==> config.mk <==
export PLATFORM = sky130hd
export DESIGN_NAME = decode_stage
export DESIGN_NICKNAME = d
export VERILOG_FILES = /design/src/rtl/decode_stage.sv
export SDC_FILE = /design/constraint.sdc
export NUM_CORES = 1
export LEC_CHECK = 0
export CAP_MARGIN = 0
export CORE_ASPECT_RATIO = 1.25
export CORE_UTILIZATION = 55
export DETAILED_ROUTE_END_ITERATION = 12
export PLACE_DENSITY = 0.83
export SYNTH_ARGS = -nofsm -noshare
export SYNTH_HDL_FRONTEND = slang
export SYNTH_SLANG_ARGS = --single-unit
==> constraint.sdc <==
create_clock -name clk -period 6.37 [get_ports clk]
set_clock_uncertainty 0.2 [all_clocks]
set_input_delay 1.274 -clock clk [delete_from_list [all_inputs] [get_ports clk]]
set_output_delay 1.274 -clock clk [all_outputs]
set_load 0.01 [all_outputs]
==> src/rtl/decode_stage.sv <==
// Decode stage: splits 16-bit instructions into fields and control flags. It also
// handles load-use bubbles, halt, branch flush and fetch back-pressure through a one-entry skid.
module decode_stage #(
  parameter int DATA_W = 16,
  parameter int REG_AW = 4
) (
  input  logic              clk,
  input  logic              rst,
  input  logic [DATA_W-1:0] pc,
  input  logic [DATA_W-1:0] inst,
  input  logic              inst_valid,
  input  logic              flush,
  output logic              fetch_stall,
  input  logic              ex_ready,
  output logic              dec_valid,
  output logic [DATA_W-1:0] dec_pc,
  output logic [3:0]        dec_op,
  output logic [REG_AW-1:0] dec_rd,
  output logic [REG_AW-1:0] dec_rs,
  output logic [REG_AW-1:0] dec_rt,
  output logic [DATA_W-1:0] dec_imm,
  output logic              reg_write,
  output logic              mem_read,
  output logic              mem_write,
  output logic              is_branch,
  output logic              is_halt
);

  localparam logic [1:0] ST_RUN    = 2'd0;
  localparam logic [1:0] ST_BUBBLE = 2'd1;
  localparam logic [1:0] ST_HALTED = 2'd2;

  localparam logic [3:0] OP_LW   = 4'h9;
  localparam logic [3:0] OP_LUI  = 4'hE;
  localparam logic [3:0] OP_HALT = 4'hF;

  // Flag order: {reg_write, mem_read, mem_write, is_branch, is_halt}
  function automatic logic [4:0] ctrl_flags(input logic [3:0] op, input logic [REG_AW-1:0] rd);
    logic [4:0] f;
    f = 5'b00000;
    case (op)
      4'h1, 4'h2, 4'h3, 4'h4, 4'h5, 4'h6, 4'h7, 4'h8, 4'hE: f = 5'b10000;
      4'h9:                                               f = 5'b11000;
      4'hA:                                               f = 5'b00100;
      4'hB, 4'hC, 4'hD:                                   f = 5'b00010;
      4'hF:                                               f = 5'b00001;
      default:                                            f = 5'b00000;
    endcase
    if (rd == {REG_AW{1'b0}}) begin
      f[4] = 1'b0;
    end else begin
      f[4] = f[4];
    end
    return f;
  endfunction

  function automatic logic [DATA_W-1:0] make_imm(input logic [3:0] op, input logic [7:0] lo);
    if (op == OP_LUI) begin
      return {lo, {(DATA_W-8){1'b0}}};
    end else begin
      return {{(DATA_W-8){lo[7]}}, lo};
    end
  endfunction

  // True when the instruction reads register r as a source operand.
  function automatic logic reads_reg(input logic [3:0] op, input logic [REG_AW-1:0] rd,
                                     input logic [REG_AW-1:0] rs, input logic [REG_AW-1:0] rt,
                                     input logic [REG_AW-1:0] r);
    case (op)
      4'h1, 4'h2, 4'h3, 4'h4, 4'h5, 4'h6, 4'h7, 4'hB, 4'hC: return (rs == r) || (rt == r);
      4'h8, 4'h9:                                           return (rs == r);
      4'hA:                                                 return (rs == r) || (rd == r);
      default:                                              return 1'b0;
    endcase
  endfunction

  logic [1:0]        state_r;
  logic              skid_valid_r;
  logic [DATA_W-1:0] skid_pc_r;
  logic [DATA_W-1:0] skid_inst_r;
  logic              ll_valid_r;
  logic [REG_AW-1:0] ll_rd_r;

  logic              take_in_s;
  logic              cand_valid_s;
  logic [DATA_W-1:0] cand_pc_s;
  logic [DATA_W-1:0] cand_inst_s;
  logic              load_s;
  logic              halt_acc_s;
  logic              hazard_s;
  logic              issue_s;
  logic              clear_out_s;
  logic [1:0]        nxt_state_s;
  logic              nxt_skid_valid_s;
  logic [DATA_W-1:0] nxt_skid_pc_s;
  logic [DATA_W-1:0] nxt_skid_inst_s;
  logic              nxt_ll_valid_s;
  logic [REG_AW-1:0] nxt_ll_rd_s;

  // Candidate selection, hazard detection and next-state computation.
  always_comb begin
    take_in_s    = inst_valid && !fetch_stall;
    cand_valid_s = skid_valid_r || take_in_s;
    cand_pc_s    = skid_valid_r ? skid_pc_r   : pc;
    cand_inst_s  = skid_valid_r ? skid_inst_r : inst;
    load_s       = !dec_valid || ex_ready;
    halt_acc_s   = dec_valid && ex_ready && (dec_op == OP_HALT);
    hazard_s     = ll_valid_r && cand_valid_s &&
                   reads_reg(cand_inst_s[15:12], cand_inst_s[11:8], cand_inst_s[7:4],
                             cand_inst_s[3:0], ll_rd_r);

    issue_s          = 1'b0;
    clear_out_s      = 1'b0;
    nxt_state_s      = state_r;
    nxt_skid_valid_s = skid_valid_r;
    nxt_skid_pc_s    = skid_pc_r;
    nxt_skid_inst_s  = skid_inst_r;
    nxt_ll_valid_s   = ll_valid_r;
    nxt_ll_rd_s      = ll_rd_r;

    if (flush) begin
      clear_out_s      = 1'b1;
      nxt_skid_valid_s = 1'b0;
      nxt_ll_valid_s   = 1'b0;
      nxt_state_s      = ST_RUN;
    end else if (state_r == ST_HALTED) begin
      clear_out_s = 1'b1;
    end else if (halt_acc_s) begin
      clear_out_s = 1'b1;
      nxt_state_s = ST_HALTED;
    end else if (load_s) begin
      nxt_state_s = ST_RUN;
      if (!cand_valid_s) begin
        clear_out_s = 1'b1;
      end else if (hazard_s) begin
        // Park the dependent instruction in the skid and emit one empty slot.
        clear_out_s      = 1'b1;
        nxt_state_s      = ST_BUBBLE;
        nxt_ll_valid_s   = 1'b0;
        nxt_skid_valid_s = 1'b1;
        nxt_skid_pc_s    = cand_pc_s;
        nxt_skid_inst_s  = cand_inst_s;
      end else begin
        issue_s        = 1'b1;
        nxt_ll_valid_s = (cand_inst_s[15:12] == OP_LW) && (cand_inst_s[11:8] != 4'h0);
        nxt_ll_rd_s    = cand_inst_s[11:8];
        if (skid_valid_r && take_in_s) begin
          nxt_skid_pc_s   = pc;
          nxt_skid_inst_s = inst;
        end else begin
          nxt_skid_valid_s = 1'b0;
        end
      end
    end else begin
      if (take_in_s) begin
        nxt_skid_valid_s = 1'b1;
        nxt_skid_pc_s    = pc;
        nxt_skid_inst_s  = inst;
      end else begin
        nxt_skid_valid_s = skid_valid_r;
      end
    end
  end

  // Control state, skid entry and load tracker.
  always_ff @(posedge clk or posedge rst) begin
    if (rst) begin
      state_r      <= ST_RUN;
      skid_valid_r <= 1'b0;
      skid_pc_r    <= {DATA_W{1'b0}};
      skid_inst_r  <= {DATA_W{1'b0}};
      ll_valid_r   <= 1'b0;
      ll_rd_r      <= {REG_AW{1'b0}};
      fetch_stall  <= 1'b0;
    end else begin
      state_r      <= nxt_state_s;
      skid_valid_r <= nxt_skid_valid_s;
      skid_pc_r    <= nxt_skid_pc_s;
      skid_inst_r  <= nxt_skid_inst_s;
      ll_valid_r   <= nxt_ll_valid_s;
      ll_rd_r      <= nxt_ll_rd_s;
      fetch_stall  <= nxt_skid_valid_s || (nxt_state_s == ST_HALTED);
    end
  end

  // Output register toward execute: load decoded candidate, clear, or hold.
  always_ff @(posedge clk or posedge rst) begin
    if (rst) begin
      dec_valid <= 1'b0;
      dec_pc    <= {DATA_W{1'b0}};
      dec_op    <= 4'h0;
      dec_rd    <= {REG_AW{1'b0}};
      dec_rs    <= {REG_AW{1'b0}};
      dec_rt    <= {REG_AW{1'b0}};
      dec_imm   <= {DATA_W{1'b0}};
      {reg_write, mem_read, mem_write, is_branch, is_halt} <= 5'b00000;
    end else if (issue_s) begin
      dec_valid <= 1'b1;
      dec_pc    <= cand_pc_s;
      dec_op    <= cand_inst_s[15:12];
      dec_rd    <= cand_inst_s[11:8];
      dec_rs    <= cand_inst_s[7:4];
      dec_rt    <= cand_inst_s[3:0];
      dec_imm   <= make_imm(cand_inst_s[15:12], cand_inst_s[7:0]);
      {reg_write, mem_read, mem_write, is_branch, is_halt} <=
        ctrl_flags(cand_inst_s[15:12], cand_inst_s[11:8]);
    end else if (clear_out_s) begin
      dec_valid <= 1'b0;
      dec_pc    <= {DATA_W{1'b0}};
      dec_op    <= 4'h0;
      dec_rd    <= {REG_AW{1'b0}};
      dec_rs    <= {REG_AW{1'b0}};
      dec_rt    <= {REG_AW{1'b0}};
      dec_imm   <= {DATA_W{1'b0}};
      {reg_write, mem_read, mem_write, is_branch, is_halt} <= 5'b00000;
    end else begin
      dec_valid <= dec_valid;
    end
  end

endmodule

# Yosys cells after proc, flatten, opt, wreduce, memory -nomap -nowiden
# Memory sizes are Yosys's and may differ from the RTL's.
# Cells that the tools add are included.
# classes
eq_ne	23
mux	62
bitwise_logic	4
reduce_logical	25
# op_table
op	count
16-bit 2-to-1 mux	15
1-bit 2-to-1 mux	36
4-bit equality test (second input constant)	7
4-bit 2-to-1 mux	5
4-bit by 3-bit equality test with 1-bit output (second input constant)	4
15-bit 2-to-1 mux	1
4-bit equality test	3
6-bit AND reduction	2
9-bit OR reduction	1
4-bit by 2-bit equality test with 1-bit output (second input constant)	2
2-bit 2-to-1 mux	4
2-bit nonzero test	4
1-bit logical AND	7
2-bit != test (second input constant)	3
1-bit logical OR	5
2-bit equality test (second input constant)	2
4-bit by 1-bit equality test with 1-bit output (second input constant)	1
4-bit logical NOT	1
1-bit NOT	4
4-bit AND reduction	1
4-bit nonzero test	1
3-bit by 1-bit != test with 1-bit output (second input constant)	1
1-bit case mux with 3 select lines	1
1-bit logical NOT	2
2-bit OR reduction	1
# totals
memories	1
elab_cells	134
mem_bits_ro	80
regBits	95
output_inout_bits	55
in_bits	37
# mem_list
name	words	width	rd	rd_ports_with_merged_regs	wr	line_no	rtl
(no name shown)	16	5	1	0	0	41	case (op)

# Depth between registers and ports, before layout
# Gate-level depths: netlist of the first run.
# logic_depth
depth_word	13
mapped_depth	11
mapped_depth_nobuf	8

# Worst setup path after synthesis of the first run
# OpenSTA, ideal clock, no wires.
# synth_timing
path_kind	in2reg
from	input port inst[12]
to	register skid_inst_r[0]
t_required_ps	6045
arrival_ps	3363
slack_ps	2682
setup_time_ps	125
cell_stages	9
path_cell_list	mux2i_1 > nand3_1 > o211ai_1 > nand4b_1 > o41ai_4 > nor3b_2 > o311a_4 > buf_6 > mux2_4
# synth_via
elab_chain_cells	8
word_cells_on_any_way	22
classes_between	13 x eq/ne; 5 x mux; 4 x reduce/logical
# synth_rtl
item	line_no	rtl
start, declared	10	input logic [DATA_W-1:0] inst,
16-bit 2-to-1 mux *	105	cand_inst_s = skid_valid_r ? skid_inst_r : inst;
4-bit by 1-bit equality test with 1-bit output, or another cell as far along	69	case (op)
9-bit OR reduction or 2-bit OR reduction (tied branches)	69	
1-bit case mux with 3 select lines *	69	
1-bit logical AND *	108	hazard_s = ll_valid_r && cand_valid_s &&
branches (longest 3 deep; another with 6-bit AND reduction)	n/a	
end signal, assigned	171	skid_inst_r <= {DATA_W{1'b0}};
end signal, assigned	179	skid_inst_r <= nxt_skid_inst_s;
end, declared	80	logic [DATA_W-1:0] skid_inst_r;
# Every way passes the cells marked *. The select of a mux whose other input is x is not followed.
# A chain may end at the register's enable or synchronous reset.

# Worst setup path after layout of the first run
# layout_timing
from	input port inst[12]
to	register skid_inst_r[9]
# The elaborated chain is that of the path after synthesis.

==> impl_metrics.ini, run 1 <==
[run_status]
status = complete, no violations

[timing]
setup-violations-final = 0
drv_slew = 0
rsz0062_at_grt = no
max_freq_ghz = 0.234
slew_headroom_pct = 16.0
tns_ns = 0
tightest_slew_ns = 1.26
timing.hold.ws_ns = 0.284
hold_viol = 0
fin_crit_sh_pct = 67.1
layout_min_cycle_time_ns = 4.27

[critical_path]
critPathArrivalTime_ns = 4.33
crit_fanout = 32
crit_slowest_cell = o311a_4
critical-path-max-stage-delay_ns = 0.63
crit_cells = 9
crit_family = compound AO/OA/AOI/OAI gates
cp-startpoint = inst[12]
cp_cell_sequence = clkdlybuf4s50_1 -> mux2i_1 -> nand3_1 -> o211ai_1 -> nand4b_1 -> o41ai_4 -> nor3b_2 -> o311a_4 -> mux2_1
crit_buf_inv = 1
r2r_cells = 8
r2r_slack_ns = 2.12
r2r_end = skid_inst_r[9]
start_kind = input pin
endpoint_kind = flop
crit_type = input pin to flop
worstPathRequired_ns = 6.43
r2r-start = skid_valid_r

[floorplanning]
core_area_mm2 = 0.00775
die_h_um = 102
boundaryPins = 92
die_w_um = 81.9
die_area_mm2 = 0.00835
row_count = 36
start_util_pct = 56.7

[final_layout]
area_growth_pct = 25.1
multi_input_area_mm2 = 0.00192
layout-drive-gt1-share_pct = 13.4
utilization_pct = 70.9
nets = 497
diodes = 0
instances_no_fill = 559
seqCellArea_mm2 = 0.00235
nFillCells = 537

[synth]
synth_edf_count = 0
async_flop_share_pct = 100
syn_inst = 375
synth.distinct_cells = 42
synth_seq_cells = 94
synthTopCellsByArea = dfrtp_1 (54%), mux2_4 (10%), mux2i_1 (8.0%), o21ai_0 (5.6%), nand2_1 (5.6%)
synth.avg_cell_area_um2 = 11.7
syn_nets = 412
synth_seq_area_share_pct = 53.6
yosysTopAreaCellShare_pct = 53.6
synth_flop_cell = dfrtp_1
yosysTopAreaCell = dfrtp_1
yosys_warnings = 0
syn-cell-area_mm2 = 0.00439

[routing]
remaining_drc_errors = 0
via_per_inst = 5.63
postRouteAntennaNets = 0
routedWlPerCell_um = 16.8
firstDrtPassIters = 6
num_vias = 3149
drt_wl_total_mm = 9.41
drtIter0Drc = 255

[pwr]
p_comb_share_pct = 22.6
total_power_mw = 1.45
power.leakage_nw = 2.33
p_int_mw = 1.04
ir_drop_mv = 0.154
switchingPower_mw = 0.412
power_per_cell_area_mw_per_mm2 = 264
swShare_pct = 28.4
power.share.clock_pct = 24.1
seqPwrFrac_pct = 53.3

[global_routing]
grt_pass1_vias = 3186
global_route.usage.met1_pct = 31.9
grt_pass1_wl_mm = 15.5
gr-usage-met2_pct = 40.0
grt_max_degree = 67
use_met3_pct = 5.00
antenna_found_initial = 0
grt.overflow.total = 0
busiest_layer = met2
grt_usage_pct = 25.2

[clock_network]
cts.repair.resized = 0
path_clk_slew_ns = 0.09
cts.sinks = 94
cts-root-buf = clkbuf_8
clock_tree.buffer_depth = 2
h-tree-depth = 3
postCtsSetupRepairBufs = 0
cts_hold_buf = 0
cts_buffers = 9
tritoncts = built
clock_latency_ns = 0.37

[placement]
io_buffers = 91
place_inst = 544
gp_congestion = 0.849
dp_hpwl_mm = 6.36

[hold_path]
holdPathStages = 2
min_to = dec_pc[1]
hold_path.class = flop to flop
hold_start = dec_pc[1]

[run]
cap_viol_max_count = 0
==> worst max path at each step <==
stage | end
after floorplan | dec_imm[0]
after detailed placement | skid_inst_r[9]
final | skid_inst_r[9]
after CTS | skid_inst_r[9]
after global placement | skid_inst_r[10]
after global routing | skid_inst_r[10]
==> metrics by stage <==
step	worst slack, ns	instance area (um^2)
6_report	2.10	5500
5_1_grt	1.88	5500
4_1_cts	2.09	5500
3_5_place_dp	1.69	5330
3_3_place_gp	1.76	5330
2_1_floorplan	2.45	4390
==> power groups by stage <==
stage	Clock (mW)	Combinational [mW]	Sequential, mW
finish	0.349	0.328	0.772
global route	0.377	0.357	0.784
CTS	0.352	0.330	0.771
detailed placement	0	0.331	0.778
global placement	0	0.319	0.775
floorplan	0	0.222	0.766
==> flip-flops by register name, summed over array words and instances, names as in the netlist <==
name / flops
dec_imm: 15
dec_op: 4
dec_pc: 16
dec_rd: 4
dec_rs: 4
dec_rt: 4
dec_valid: 1
fetch_stall: 1
is_branch: 1
is_halt: 1
ll_rd_r: 4
ll_valid_r: 1
mem_read: 1
mem_write: 1
reg_write: 1
skid_inst_r: 16
skid_pc_r: 16
skid_valid_r: 1
state_r: 2
==> Yosys cell counts, types with 2 or more instances <==
library cell,instances
clkbuf_1,10
o22ai_1,2
nand3_1,5
a22o_1,8
nor3b_2,3
nor4_1,2
nor2b_1,2
a21oi_1,4
and3b_1,2
nand2b_1,2
mux2i_1,35
xor2_1,3
a211o_1,2
mux2_4,30
buf_6,5
and2_1,2
inv_1,4
xnor2_1,4
nor2_1,12
or2_2,4
buf_1,2
o31ai_1,2
nand4_1,2
o21ai_0,49
mux2_1,5
dfrtp_1,94
nand2_1,65
==> routing by layer <==
layer | share of wire, % | wire length [um]
met1 | 43 | 4090
met2 | 50 | 4680
met3 | 4.3 | 401
met4 | 2.6 | 246
met5 | 0 | 0
==> worst register-to-register path, stage by stage (launching register included) <==
cell and delay, ns:
dfrtp_2 1.16, mux2i_1 0.66, nand3_1 0.14, o211ai_1 0.12
nand4b_1 0.17, o41ai_4 0.43, nor3b_2 0.25, o311a_4 0.63
mux2_1 0.39
==> cells by family after synthesis <==
kind of cell / Yosys count / share of synthesized area, %
compound gates: 76 / 11.4
xor+xnor: 7 / 1.40
buf+inv: 23 / 2.93
flops: 94 / 53.6
mux: 70 / 19.5
simple gates: 105 / 11.2
==> layout make-up <==
cell class	instances	share of cell area, %
clock inverters	5	0.638
repair buffers	93	16.8
inverters	4	0.296
flip-flops and latches	94	42.8
clock buffers	10	2.32
well taps	95	2.16
multi-input cells	258	34.9
==> cells in the final DEF, fill, tap and decap left out, types with 2 or more instances in the layout <==
master	instances
clkinv_2	3
nor4_1	2
a211o_1	2
nand3_1	5
nor3b_2	3
nand2_1	65
nand4_1	2
o31ai_1	2
and2_1	2
and3b_1	2
clkdlybuf4s50_1	91
mux2_4	30
nand2b_1	2
clkbuf_8	9
o21ai_0	49
xor2_1	3
mux2i_1	35
a22o_1	8
a21oi_1	4
inv_1	3
o22ai_1	2
nor2_1	11
buf_4	2
xnor2_1	4
dfrtp_1	93
or2_2	4
nor2b_1	2
mux2_1	5
(Power assumes the default switching activity.)
==> run 2: changes to the inputs <==
- CORE_UTILIZATION: 55 -> 51
- PLACE_DENSITY: 0.83 -> 0.78
- clock period: 6.37 -> 4.05 ns (I/O delays scaled with it)
==> run 2 against run 1 <==
Compared with the run above:
- non-clock buffer count increased by 13
- via count increased by 2.1%
- clock power increased by 80%
- die area increased by 7.7%
- highest routed layer unchanged
==> impl_metrics.ini, run 2 (synthesis gave the netlist of run 1 again) <==
[run_status]
status = complete, no violations

[floorplanning]
die_h_um = 106
die_w_um = 85
core_area_mm2 = 0.00829
start_util_pct = 53.0
boundaryPins = 92
row_count = 37
die_area_mm2 = 0.00899

[critical_path]
crit_fanout = 11
worstPathRequired_ns = 4.09
crit_type = input pin to flop
critPathArrivalTime_ns = 3.59
cpMostUsedCell = nor3b_2
endpoint_kind = flop
critical-path-max-stage-delay_ns = 0.45
start_kind = input pin
cp_cell_sequence = clkdlybuf4s50_1 -> nor3b_2 -> o22ai_4 -> mux2i_1 -> xor2_1 -> o41ai_4 -> nor3b_2 -> o311a_4 -> buf_4 -> mux2_4
crit_slowest_cell = clkdlybuf4s50_1

[placement]
gp_congestion = 0.883
pre_cts_ws_ns = 0.115
io_buffers = 91
dp_hpwl_mm = 6.90
place_inst = 559

[timing]
tightest_slew_ns = 0.742
setup-violations-final = 0
slew_headroom_pct = 50.5
hold_viol = 0
drv_slew = 0
finalWorstSetupSlack_ns = 0.499
tns_ns = 0
rsz0062_at_grt = no
layout_min_cycle_time_ns = 3.55
fin_crit_sh_pct = 87.7
max_freq_ghz = 0.282

[routing]
drtIter0Drc = 122
num_vias = 3216
drt_wl_total_mm = 9.60
via_per_inst = 5.59
firstDrtPassIters = 4
remaining_drc_errors = 0
postRouteAntennaNets = 0
routedWlPerCell_um = 16.7

[clock_network]
clock_tree.buffer_depth = 2
cts_hold_buf = 0
path_clk_slew_ns = 0.09
cts.repair.resized = 0
postCtsSetupRepairBufs = 0
h-tree-depth = 3
clock_latency_ns = 0.36
cts-root-buf = clkbuf_8
cts_buffers = 9
cts.sinks = 94
tritoncts = built

[pwr]
ir_drop_mv = 0.268
power_per_cell_area_mw_per_mm2 = 420
total_power_mw = 2.37
power.leakage_nw = 2.41

[final_layout]
largest_registers = dec_pc (16), skid_inst_r (16), skid_pc_r (16)
utilization_pct = 68.1
nFillCells = 617
final_cell_mix = dfrtp_1 (93), clkdlybuf4s50_1 (91), nand2_1 (65)
nets = 510
diodes = 0
instances_no_fill = 575
area_growth_pct = 28.5
layout_commonest_cell = dfrtp_1
layout-drive-gt1-share_pct = 15.9

[global_routing]
antenna_found_initial = 0
grt_pass1_vias = 3334
grt_pass1_wl_mm = 16.0
grt.overflow.total = 0
grt_usage_pct = 22.9
grt_max_degree = 45

[run]
cap_viol_max_count = 0

[hold_path]
hold_path.class = flop to flop
==> run 2: worst max-delay path, delay by kind of cell <==
kind	cells	cell delay [ns]
AOI/OAI and AO/OA	3	0.96
buffers and inverters	2	0.69
muxes	2	0.57
and+or+nand+nor	2	0.43
xor gates and xnor gates	1	0.12
==> run 2: metal layers <==
| metal | vias to the layer above | GRT usage, % | wire (um) |
|---|---|---|---|
| met5 | - | 0 | 0 |
| met4 | 0 | 9.69 | 205 |
| met3 | 16 | 4.23 | 423 |
| met2 | 102 | 40.0 | 4970 |
| met1 | 1575 | 27.5 | 3990 |
| li1 | 1523 | - | - |
==> run 2: per-stage QoR <==
stage	cell area [um^2]	hold WS, ns
after floorplan	4390	0.258
after global placement	5450	0.261
after detailed placement	5450	0.270
after CTS	5650	0.291
after global routing	5650	0.321
final	5650	0.284
==> run 2: cell type report <==
cell class              instances  area, um^2  area share, %
flip-flops and latches         94        2350           41.7
multi-input cells             258        1920           34.0
repair buffers                106        1040           18.4
clock buffers                  11         141           2.50
well taps                      97         121           2.15
clock inverters                 5        58.8           1.04
inverters                       4        16.3          0.288
==> run 2: worst paths after layout <==
path	startpoint	to	slack, ns	cells after the start
setup reg to reg	skid_valid_r	skid_pc_r[6]	0.54	9
setup / recovery	inst[13]	skid_pc_r[6]	0.50	10
hold / removal	dec_rt[0]	dec_rt[0]	0.28	2
hold reg to reg	dec_rt[0]	dec_rt[0]	0.28	2
min in group asynchronous	rst	dec_rd[0]	0.67	2
max in group asynchronous	rst	skid_valid_r	2.26	3
==> run 2: report_power, final <==
part,switching (mW),internal (mW)
Sequential,0.112,1.10
Combinational,0.210,0.323
Clock,0.327,0.303
Total,0.649,1.72
